File: src/rtl/plant_sim.sv
// Pressure-vessel plant model driven by a PLC pump/vent command, updated once per prescaler tick.
// Optional sensor noise (16-bit LFSR on the low nibble) is enabled by defining PLANT_NOISE_EN.
module plant_sim #(
  parameter int          PRESC         = 4,
  parameter logic [15:0] INIT_PRESSURE = 16'hBFFF,
  parameter logic [15:0] RISE_STEP     = 16'h0100,
  parameter logic [15:0] LEAK_STEP     = 16'h0010,
  parameter logic [15:0] VENT_STEP     = 16'h0400,
  parameter logic [15:0] OVP_LIMIT     = 16'hF000,
  parameter int          FAULT_TICKS   = 8
) (
  input  logic        clk_in,
  input  logic        rst_in,
  input  logic        motor_in,
  input  logic        vent_in,
  output logic [15:0] pressure_out,
  output logic        tick_out,
  output logic        overpressure_out,
  output logic [1:0]  state_out
);

  localparam int CW = (PRESC > 1) ? $clog2(PRESC) : 1;
  localparam int OW = $clog2(FAULT_TICKS + 1);
  localparam logic [CW-1:0] CNT_LAST = CW'(PRESC - 1);
  localparam logic [OW-1:0] OVC_LAST = OW'(FAULT_TICKS);

  typedef enum logic [1:0] {
    S_IDLE  = 2'b00,
    S_PUMP  = 2'b01,
    S_OVER  = 2'b10,
    S_FAULT = 2'b11
  } state_t;

  logic [CW-1:0]       cnt_q, cnt_d;
  logic                tick_q, tick_d;
  logic [15:0]         press_q, press_d;
  logic                ovp_q, ovp_d;
  state_t              state_q, state_d;
  logic [OW-1:0]       ovc_q, ovc_d;
  logic                pump_act;
  logic signed [17:0]  delta;
  logic signed [17:0]  sum;

  always_comb begin
    cnt_d    = (cnt_q == CNT_LAST) ? '0 : cnt_q + 1'b1;
    // tick is registered so it is low during reset even when PRESC is 1
    tick_d   = (cnt_d == CNT_LAST);
    pump_act = motor_in && (state_q != S_FAULT);
    delta    = (pump_act ? $signed({2'b00, RISE_STEP}) : 18'sd0)
             - $signed({2'b00, LEAK_STEP})
             - (vent_in ? $signed({2'b00, VENT_STEP}) : 18'sd0);
    sum      = $signed({2'b00, press_q}) + delta;

    press_d = press_q;
    ovp_d   = ovp_q;
    state_d = state_q;
    ovc_d   = ovc_q;

    if (tick_q) begin
      if (sum < 18'sd0)             press_d = 16'h0000;
      else if (sum > 18'sh0FFFF)    press_d = 16'hFFFF;
      else                          press_d = sum[15:0];
      ovp_d = (press_d >= OVP_LIMIT);

      case (state_q)
        S_IDLE: if (motor_in) state_d = S_PUMP;
        S_PUMP: begin
          if (!motor_in) state_d = S_IDLE;
          else if (ovp_d) begin
            state_d = S_OVER;
            ovc_d   = '0;
          end
        end
        S_OVER: begin
          if (!motor_in)  state_d = S_IDLE;
          else if (!ovp_d) state_d = S_PUMP;
          else begin
            ovc_d = ovc_q + 1'b1;
            if (ovc_d == OVC_LAST) state_d = S_FAULT;
          end
        end
        default: state_d = S_FAULT;
      endcase
    end
  end

  always_ff @(posedge clk_in or posedge rst_in) begin
    if (rst_in) begin
      cnt_q   <= '0;
      tick_q  <= 1'b0;
      press_q <= INIT_PRESSURE;
      ovp_q   <= (INIT_PRESSURE >= OVP_LIMIT);
      state_q <= S_IDLE;
      ovc_q   <= '0;
    end else begin
      cnt_q   <= cnt_d;
      tick_q  <= tick_d;
      press_q <= press_d;
      ovp_q   <= ovp_d;
      state_q <= state_d;
      ovc_q   <= ovc_d;
    end
  end

`ifdef PLANT_NOISE_EN
  logic [15:0] lfsr_q, lfsr_d;

  always_comb begin
    lfsr_d = lfsr_q;
    if (tick_q) lfsr_d = {lfsr_q[14:0], lfsr_q[15] ^ lfsr_q[13] ^ lfsr_q[12] ^ lfsr_q[10]};
  end

  always_ff @(posedge clk_in or posedge rst_in) begin
    if (rst_in) lfsr_q <= 16'hACE1;
    else        lfsr_q <= lfsr_d;
  end

  assign pressure_out = press_q ^ {12'b0, lfsr_q[3:0]};
`else
  assign pressure_out = press_q;
`endif

  assign tick_out         = tick_q;
  assign overpressure_out = ovp_q;
  assign state_out        = state_q;

endmodule

File: config.mk
export PLATFORM = sky130hd
export DESIGN_NAME = plant_sim
export DESIGN_NICKNAME = d
export VERILOG_FILES = /design/src/rtl/plant_sim.sv
export SDC_FILE = /design/constraint.sdc
export NUM_CORES = 1
export LEC_CHECK = 0
export ABC_AREA = 1
export CORE_MARGIN = 5
export CORE_UTILIZATION = 57
export DETAILED_ROUTE_END_ITERATION = 7
export HOLD_SLACK_MARGIN = 0.15
export PLACE_DENSITY = 0.79
export SYNTH_ARGS = -nofsm -noshare
export SYNTH_HDL_FRONTEND = slang
export SYNTH_SLANG_ARGS = --single-unit
File: constraint.sdc
create_clock -name clk_in -period 4 [get_ports clk_in]
set_input_delay 0.8 -clock clk_in [delete_from_list [all_inputs] [get_ports clk_in]]
set_output_delay 0.8 -clock clk_in [all_outputs]
set_load 0.05 [all_outputs]
**Word level (Yosys, flattened, before mapping)**

Cells that the tools add are included.

- Logic and storage cells: 50
- Input bits: 4
- Register bits after elaboration: 26
- Output and inout port bits: 20

- Mux-type cells: 18
- $add $sub $neg: 5
- Order comparisons: 3
- Reduce and logical (&&, ||, !) cells: 5
- Equality and inequality tests: 13

Operator list:

| operator | number |
|---|---|
| 16-bit 2-to-1 mux | 3 |
| 17-bit by 13-bit adder with 18-bit output | 1 |
| 18-bit by 17-bit > comparator with 1-bit output, second input constant | 1 |
| 18-bit by 1-bit < comparator with 1-bit output, second input constant | 1 |
| 16-bit >= comparator, second input constant | 1 |
| 4-bit 2-to-1 mux | 4 |
| 2-bit 2-to-1 mux | 7 |
| 10-bit by 12-bit subtractor with 13-bit output | 1 |
| 2-bit != test, second input constant | 6 |
| 11-bit 2-to-1 mux | 1 |
| 9-bit by 5-bit subtractor with 10-bit output, second input constant | 1 |
| 9-bit 2-to-1 mux | 1 |
| 4-bit case mux with 2 select lines | 1 |
| 2-bit == test, second input constant | 3 |
| 2-bit case mux with 3 select lines | 1 |
| 6-bit AND reduction | 1 |
| 4-bit by 1-bit adder with 4-bit output, second input constant | 1 |
| 4-bit == test, second input constant | 1 |
| 4-bit != test, second input constant | 1 |
| 4-bit AND reduction | 1 |
| 3-bit != test, second input constant | 1 |
| 2-bit by 1-bit adder with 2-bit output, second input constant | 1 |
| 2-bit by 1-bit == test with 1-bit output, second input constant | 1 |
| 2-bit logical NOT | 1 |
| other kinds (2) | 2 |

**Longest topological paths before layout**

Gate-level depths: netlist of the first run.

- Word-level depth: 14
- Mapped depth: 23
- Mapped depth without buffers: 22

**Worst setup path before layout of the first run**

No wires, ideal clock.

- Path type: reg-to-reg
- Start: register state_q[1] (netlist: state_out[1])
- End: register state_q[0] (netlist: state_out[0])
- Data arrival time: 3,208 ps
- Library setup time: 120 ps
- Period minus slack after synthesis: 3,328 ps
- Required time: 3,880 ps
- Slack: 672 ps
- Path buffers: 1
- Stages on the path, launching flop included: 20
- Path through: dfrtp_1 > nand2_2 > nand2_2 > buf_6 > inv_1 > fa_1 > inv_1 > ha_1 > a21oi_1 > nand2_1 > nand2_1 > nand3_1 > nand2_1 > nand2_1 > o21ai_4 > nand3_4 > a21oi_2 > nand2_2 > nand2_1 > nand2_1

- Word-level cells in the longest chain between the ends: 14
- Elaborated cells between the ends (all ways): 22
- Classes of those cells: add/sub (3); order compare (3); eq/ne (6); mux (7); reduce/logical (3)

RTL lines:

| item | RTL line | RTL |
|---|---|---|
| start: declaration | 38 | `state_t state_q, state_d;` |
| start signal: assignment | 100 | `state_q <= state_d;` |
| 2-bit != test | 48 | `pump_act = motor_in && (state_q != S_FAULT);` |
| 1-bit logical AND | 48 |  |
| 9-bit 2-to-1 mux | 49 | `delta = (pump_act ? $signed({2'b00, RISE_STEP}) : 18'sd0)` |
| 9-bit by 5-bit subtractor with 10-bit output | 50 | `- $signed({2'b00, LEAK_STEP})` |
| 10-bit by 12-bit subtractor with 13-bit output | 51 | `- (vent_in ? $signed({2'b00, VENT_STEP}) : 18'sd0);` |
| 17-bit by 13-bit adder with 18-bit output | 52 | `sum = $signed({2'b00, press_q}) + delta;` |
| 18-bit by 17-bit > comparator with 1-bit output | 61 | `else if (sum > 18'sh0FFFF) press_d = 16'hFFFF;` |
| 16-bit 2-to-1 mux | 61 |  |
| 16-bit 2-to-1 mux | 60 | `if (sum < 18'sd0) press_d = 16'h0000;` |
| 16-bit 2-to-1 mux | 59 | `if (tick_q) begin` |
| 16-bit >= comparator | 63 | `ovp_d = (press_d >= OVP_LIMIT);` |
| 2-bit 2-to-1 mux | 76 | `else if (!ovp_d) state_d = S_PUMP;` |
| 2-bit 2-to-1 mux | 75 | `if (!motor_in) state_d = S_IDLE;` |
| 2-bit case mux with 3 select lines | 65 | `case (state_q)` |

Parallel ways exist; a longest one is shown, timed or not. The select of a mux whose other input is x is not followed.
A chain may end at the register's enable or synchronous reset.

**Worst setup path after layout of the first run**

- Start: input port motor_in
- End: register ovc_q[1]

- Word-level cells in the longest chain between the ends: 12
- Elaborated cells between the ends (all ways): 16
- Classes of those cells: add/sub (3); order compare (3); eq/ne (4); mux (4); reduce/logical (2)

RTL lines:

| item | RTL line | RTL |
|---|---|---|
| start: declaration | 14 | `input logic motor_in,` |
| 1-bit logical AND | 48 |  |
| 9-bit 2-to-1 mux | 49 |  |
| 9-bit by 5-bit subtractor with 10-bit output | 50 |  |
| 10-bit by 12-bit subtractor with 13-bit output | 51 |  |
| 17-bit by 13-bit adder with 18-bit output | 52 |  |
| 18-bit by 17-bit > comparator with 1-bit output | 61 |  |
| 16-bit 2-to-1 mux | 61 |  |
| 16-bit 2-to-1 mux | 60 |  |
| 16-bit 2-to-1 mux | 59 |  |
| 16-bit >= comparator | 63 |  |
| 2-bit != test (no line) | - |  |
| 6-bit AND reduction (no line) (*) | - |  |
| end signal: assignment | 101 | `ovc_q <= ovc_d;` |
| end: declaration | 39 | `logic [OW-1:0] ovc_q, ovc_d;` |

Every way passes the cells marked *; elsewhere a longest branch is shown, timed or not. The select of a mux whose other input is x is not followed.

==> results of run 1 <==
[path summary, 6_finish.rpt]
kind,startpoint,end,slack (ns),depth (start not counted)
setup / recovery,motor_in,ovc_q[1]$_DFFE_PP0P_,0.40,19
hold / removal,cnt_q[0]$_DFF_PP0_,cnt_q[0]$_DFF_PP0_,0.47,1
setup reg to reg,state_out[1]$_DFFE_PP0P_,ovc_q[1]$_DFFE_PP0P_,0.81,20
hold reg to reg,cnt_q[0]$_DFF_PP0_,cnt_q[0]$_DFF_PP0_,0.47,1
max in group asynchronous,rst_in,pressure_out[14]$_DFFE_PP0P_,2.36,2
min in group asynchronous,rst_in,overpressure_out$_DFFE_PP0P_,1.04,2
[critical path, delay by kind of cell]
kind	cells	cell delay [ns]
buffers and inverters	5	0.91
adder cells (fa/ha/maj)	1	0.30
AND/OR/NAND/NOR	13	1.76
[per-layer routing]
metal,GRT usage [%],routed length [um],up-vias,part of all wire (%)
li1,-,-,999,-
met1,27.5,2240,929,47
met2,34.5,2300,40,48
met3,2.98,196,5,4.1
met4,7.93,57,0,1.2
met5,0,0,-,0
[sequential cells by signal, summed over array words and instances, names as in the netlist]
signal and count:
cnt_q 2, ovc_q 4, overpressure_out 1, pressure_out 16, state_out 2, tick_out 1
[layout make-up]
class,count,area (um^2),area share [%]
multi-input cells,217,1260,50.7
well taps,48,60.1,2.41
repair buffers,26,253,10.2
inverters,46,173,6.94
clock buffers,3,41.3,1.66
clock inverters,1,30.0,1.21
flip-flops and latches,26,669,26.9
[cell families (layout without fill, tap and decap cells)]
group                      Yosys count  after routing  share of synthesized area [%]
DFF                                 26             26                           31.5
adders and majority gates           16             16                           9.78
AOI/OAI and AO/OA                   42             42                           11.2
and+or+nand+nor                    148            148                           33.5
buffers and inverters               49             76                           9.07
xor gates and xnor gates            11             11                           4.89
[per-stage QoR]
stage / hold slack [ns] / instance area (um^2)
after floorplan: 0.428 / 2120
after global placement: 0.439 / 2420
after detailed placement: 0.461 / 2420
after CTS: 0.478 / 2490
after global routing: 0.521 / 2490
final: 0.474 / 2490
[synth_stat cells, types with 2 or more instances]
cell and instances:
dfstp_2 15, nor2_1 19, nand2_4 3, a21oi_1 9, xnor2_1 3, nor3_1 3
o21ai_0 26, inv_1 44, nand3_1 17, ha_1 15, nand2_2 7, nand3b_1 2
nand4_1 7, or2_2 3, nand3_2 6, xor2_1 7, dfrtp_1 11, nand2_1 79
==> impl_metrics.ini, run 1 <==
[sta]
fin_tns_setup_ns = 0
slew_headroom_pct = 34.1
rsz0062_at_grt = no
setup_ws_ns = 0.398
setup_violations = 0
drv_slew = 0
clock.fmax_mhz = 278
period_share_pct = 90.0
hold_viol_final = 0
tightest_slew_ns = 0.987
min_period_ns = 3.60
fin_skew_ns = 0.0101

[global_route]
antenna_found_initial = 0
grt_pass1_vias = 1940
grt_pass1_wl_mm = 8.55
overflow = 0
grt_max_degree = 27
gr-usage-all-layers_pct = 20.9

[yosys]
syn_nets = 312
synthArstFlopShare_pct = 100
synth_flop_cell = dfstp_2
synth-edff-count = 0
synth_top_area_cell = dfstp_2
synth-seq-area-share_pct = 31.5
syn_area_um2 = 2120
avgSynthCellArea_um2 = 7.27
synthCells = 292
yosysWarnings = 0
ys_seq_elements = 26
synth_area_leaders = dfstp_2, nand2_1, dfrtp_1
netlist.area_leader.share_pct = 18.6
synth.distinct_cells = 34

[critical_path]
crit_fanout = 10
crit_path_max_incr_delay_ns = 0.50
cp-start-kind = input pin
arrival_ns = 3.78
critPathRequiredTime_ns = 4.18
crit_slowest_cell = clkdlybuf4s50_1
critical_path_class = input pin to register
cp-end-kind = register
path_cells = clkdlybuf4s50_1 -> nand2_2 -> buf_4 -> nor2_1 -> inv_1 -> nand2_1 -> inv_1 -> ha_1 -> inv_1 -> nor3_1 -> nand3_1 -> nand4_1 -> nand2_4 -> nand2_4 -> nand3_4 -> nor2_4 -> nand3_2 -> nand2_1 -> nand2_1

[final_layout]
antennaDiodeCount = 0
nNetsFinal = 340
fin_cells = 367
fin_util_pct = 68.5
final_cell_mix = nand2_1, inv_1, o21ai_0
area_growth_pct = 17.1
final_layout_size_suffix_gt1_share_pct = 14.7
final_common_cell = nand2_1
fillCellCount = 332

[flow_run]
maxCapViolCount = 0

[cts]
clock_path_buffers = 2
cts.clk_slew.worst_paths_ns = 0.09
hold_buffers = 0
htreeDepth = 1
tritoncts = done
cts_root_buf = clkbuf_8
cts_resized = 0
clock_latency_ns = 0.28
cts_buffers = 3
postCtsSetupBuffers = 0
numClockSinks = 26

[die]
die_width_um = 71.0
fp.dieH_um = 71.0
dieArea_um2 = 5050
ios = 24
start_util_pct = 58.4
core_area_um2 = 3630
rows = 22

[placed_design]
place.gp.congestion = 0.924
hpwl_mm = 3.66
detailedPlace.worstSlack_ns = 0.106
port-buffer-count = 23
dp.cells = 363

[detailed_routing]
wire_per_inst_um = 13.1
vias = 1973
vias_per_cell = 5.38
drt_first_pass_iters = 4
drcViolationCount = 0
drtAntennaViolNets = 0
drt_wl_total_mm = 4.79
drt_iter0_markers = 98

[hold_path]
worstHoldPathType = register to register

[outcome]
run_status = finished, final reports clean
Power of run 1 is not shown: default switching activity piles up to over one toggle a cycle in this logic, so the estimate is an artifact.
==> inputs of run 2 (changes only) <==
- CELL_PAD_IN_SITES_DETAIL_PLACEMENT: default -> 0
- CELL_PAD_IN_SITES_GLOBAL_PLACEMENT: default -> 2
- CORE_UTILIZATION: 57 -> 32
- PLACE_DENSITY: 0.79 -> default
- PLACE_DENSITY_LB_ADDON: default -> 0.1
- TNS_END_PERCENT: default -> 100
==> impl_metrics.ini, run 2 (same netlist as run 1, synthesis figures left out) <==
[outcome]
run_status = finished, final reports clean

[cts]
clock_path_buffers = 2
cts_resized = 0
tritoncts = done
cts_root_buf = clkbuf_8
cts.clk_slew.worst_paths_ns = 0.09
hold_buffers = 0
htreeDepth = 1
clock_latency_ns = 0.28
postCtsSetupBuffers = 0
cts_buffers = 3
numClockSinks = 26

[final_layout]
final_cell_mix = nand2_1, inv_1, o21ai_0
ff_latch_area_um2 = 669
antennaDiodeCount = 0
multi_input_area_um2 = 1260
final_common_cell = nand2_1
area_growth_pct = 19.2
largest_reg_flops = 16
nNetsFinal = 341
final_layout_size_suffix_gt1_share_pct = 15.0
fillCellCount = 675

[global_route]
grt_pass1_wl_mm = 9.27
gr-usage-all-layers_pct = 13.5
grt_pass1_vias = 1941
antenna_found_initial = 0
overflow = 0
grt_max_degree = 27

[sta]
setup_violations = 0
tightest_slew_ns = 1.01
slew_headroom_pct = 32.4
min_period_ns = 3.64
fin_tns_setup_ns = 0
rsz0062_at_grt = no
fin_skew_ns = 0.0118
drv_slew = 0
clock.fmax_mhz = 275
period_share_pct = 91.1
hold_viol_final = 0

[die]
die_width_um = 91.5
ios = 24
dieArea_um2 = 8360
fp.dieH_um = 91.5
core_area_um2 = 6390
rows = 29
start_util_pct = 33.2

[critical_path]
crit_fanout = 10
crit_slowest_cell = clkdlybuf4s50_1
cp-start-kind = input pin
cp-end-kind = register
arrival_ns = 3.81
critPathBufInv = 5
critical_path_class = input pin to register
critPathRequiredTime_ns = 4.17
crit_path_max_incr_delay_ns = 0.52
path_cells = clkdlybuf4s50_1 -> nand2_2 -> buf_4 -> nor2_1 -> inv_1 -> nand2_1 -> inv_1 -> ha_1 -> inv_1 -> nor3_1 -> nand3_1 -> nand4_1 -> nand2_4 -> nand2_4 -> nand3_4 -> nor2_4 -> nand3_2 -> nand2_1 -> nand2_1
crit_family = simple AND/OR/NAND/NOR gates

[detailed_routing]
drcViolationCount = 0
vias = 1896
drt_wl_total_mm = 5.46
drt_iter0_markers = 95
drtAntennaViolNets = 0
wire_per_inst_um = 13.8
drt_first_pass_iters = 4
vias_per_cell = 4.78

[flow_run]
maxCapViolCount = 0

[placed_design]
port-buffer-count = 23
place.gp.congestion = 0.787
hpwl_mm = 4.36

[hold_path]
worstHoldPathType = register to register
==> run 2: cell types whose count changed in the layout (fill, tap and decap cells not counted) <==
cell and change:
buf_4 +1
==> run 2: cell type report <==
| cell class | count | share of cell area, % |
|---|---|---|
| Clock buffer | 3 | 1.63 |
| Inverter | 46 | 6.82 |
| Timing Repair Buffer | 27 | 10.3 |
| Multi-Input combinational cell | 217 | 49.8 |
| Tap cell | 77 | 3.81 |
| Clock inverter | 1 | 1.19 |
| Sequential cell | 26 | 26.4 |
==> run 2: metal layers <==
metal  vias to the layer above  global-route usage, %  wire length [um]
li1                        994                      -                 -
met1                       871                   17.7              2620
met2                        27                   22.8              2590
met3                         4                   2.98               205
met4                         0                   2.69                48
met5                         -                      0                 0
==> run 2: path summary, 6_finish.rpt <==
check                                       end  slack (ns)                     start  depth (start not counted)
min in group asynchronous  ovc_q[0]$_DFFE_PP0P_        1.05                    rst_in                          2
max reg2reg                ovc_q[2]$_DFFE_PP0P_        0.77  state_out[1]$_DFFE_PP0P_                         18
max                        ovc_q[2]$_DFFE_PP0P_        0.36                  motor_in                         19
max in group asynchronous  ovc_q[2]$_DFFE_PP0P_        2.33                    rst_in                          2
min reg2reg                  cnt_q[0]$_DFF_PP0_        0.46        cnt_q[0]$_DFF_PP0_                          1
min                          cnt_q[0]$_DFF_PP0_        0.46        cnt_q[0]$_DFF_PP0_                          1
==> run 2: stage by stage <==
step | hold slack [ns] | setup WS, ns | std cells | utilization [%] | cell area, um^2
2_1_floorplan | 0.428 | 0.672 | 292 | - | 2120
3_3_place_gp | 0.446 | 0.0898 | 393 | 38.5 | 2460
3_5_place_dp | 0.449 | 0.0823 | 393 | 38.5 | 2460
4_1_cts | 0.463 | 0.382 | 397 | 39.6 | 2530
5_1_grt | 0.499 | 0.0364 | 397 | 39.6 | 2530
6_report | 0.458 | 0.358 | 397 | 39.6 | 2530
Power of run 2 is left out for the same reason.
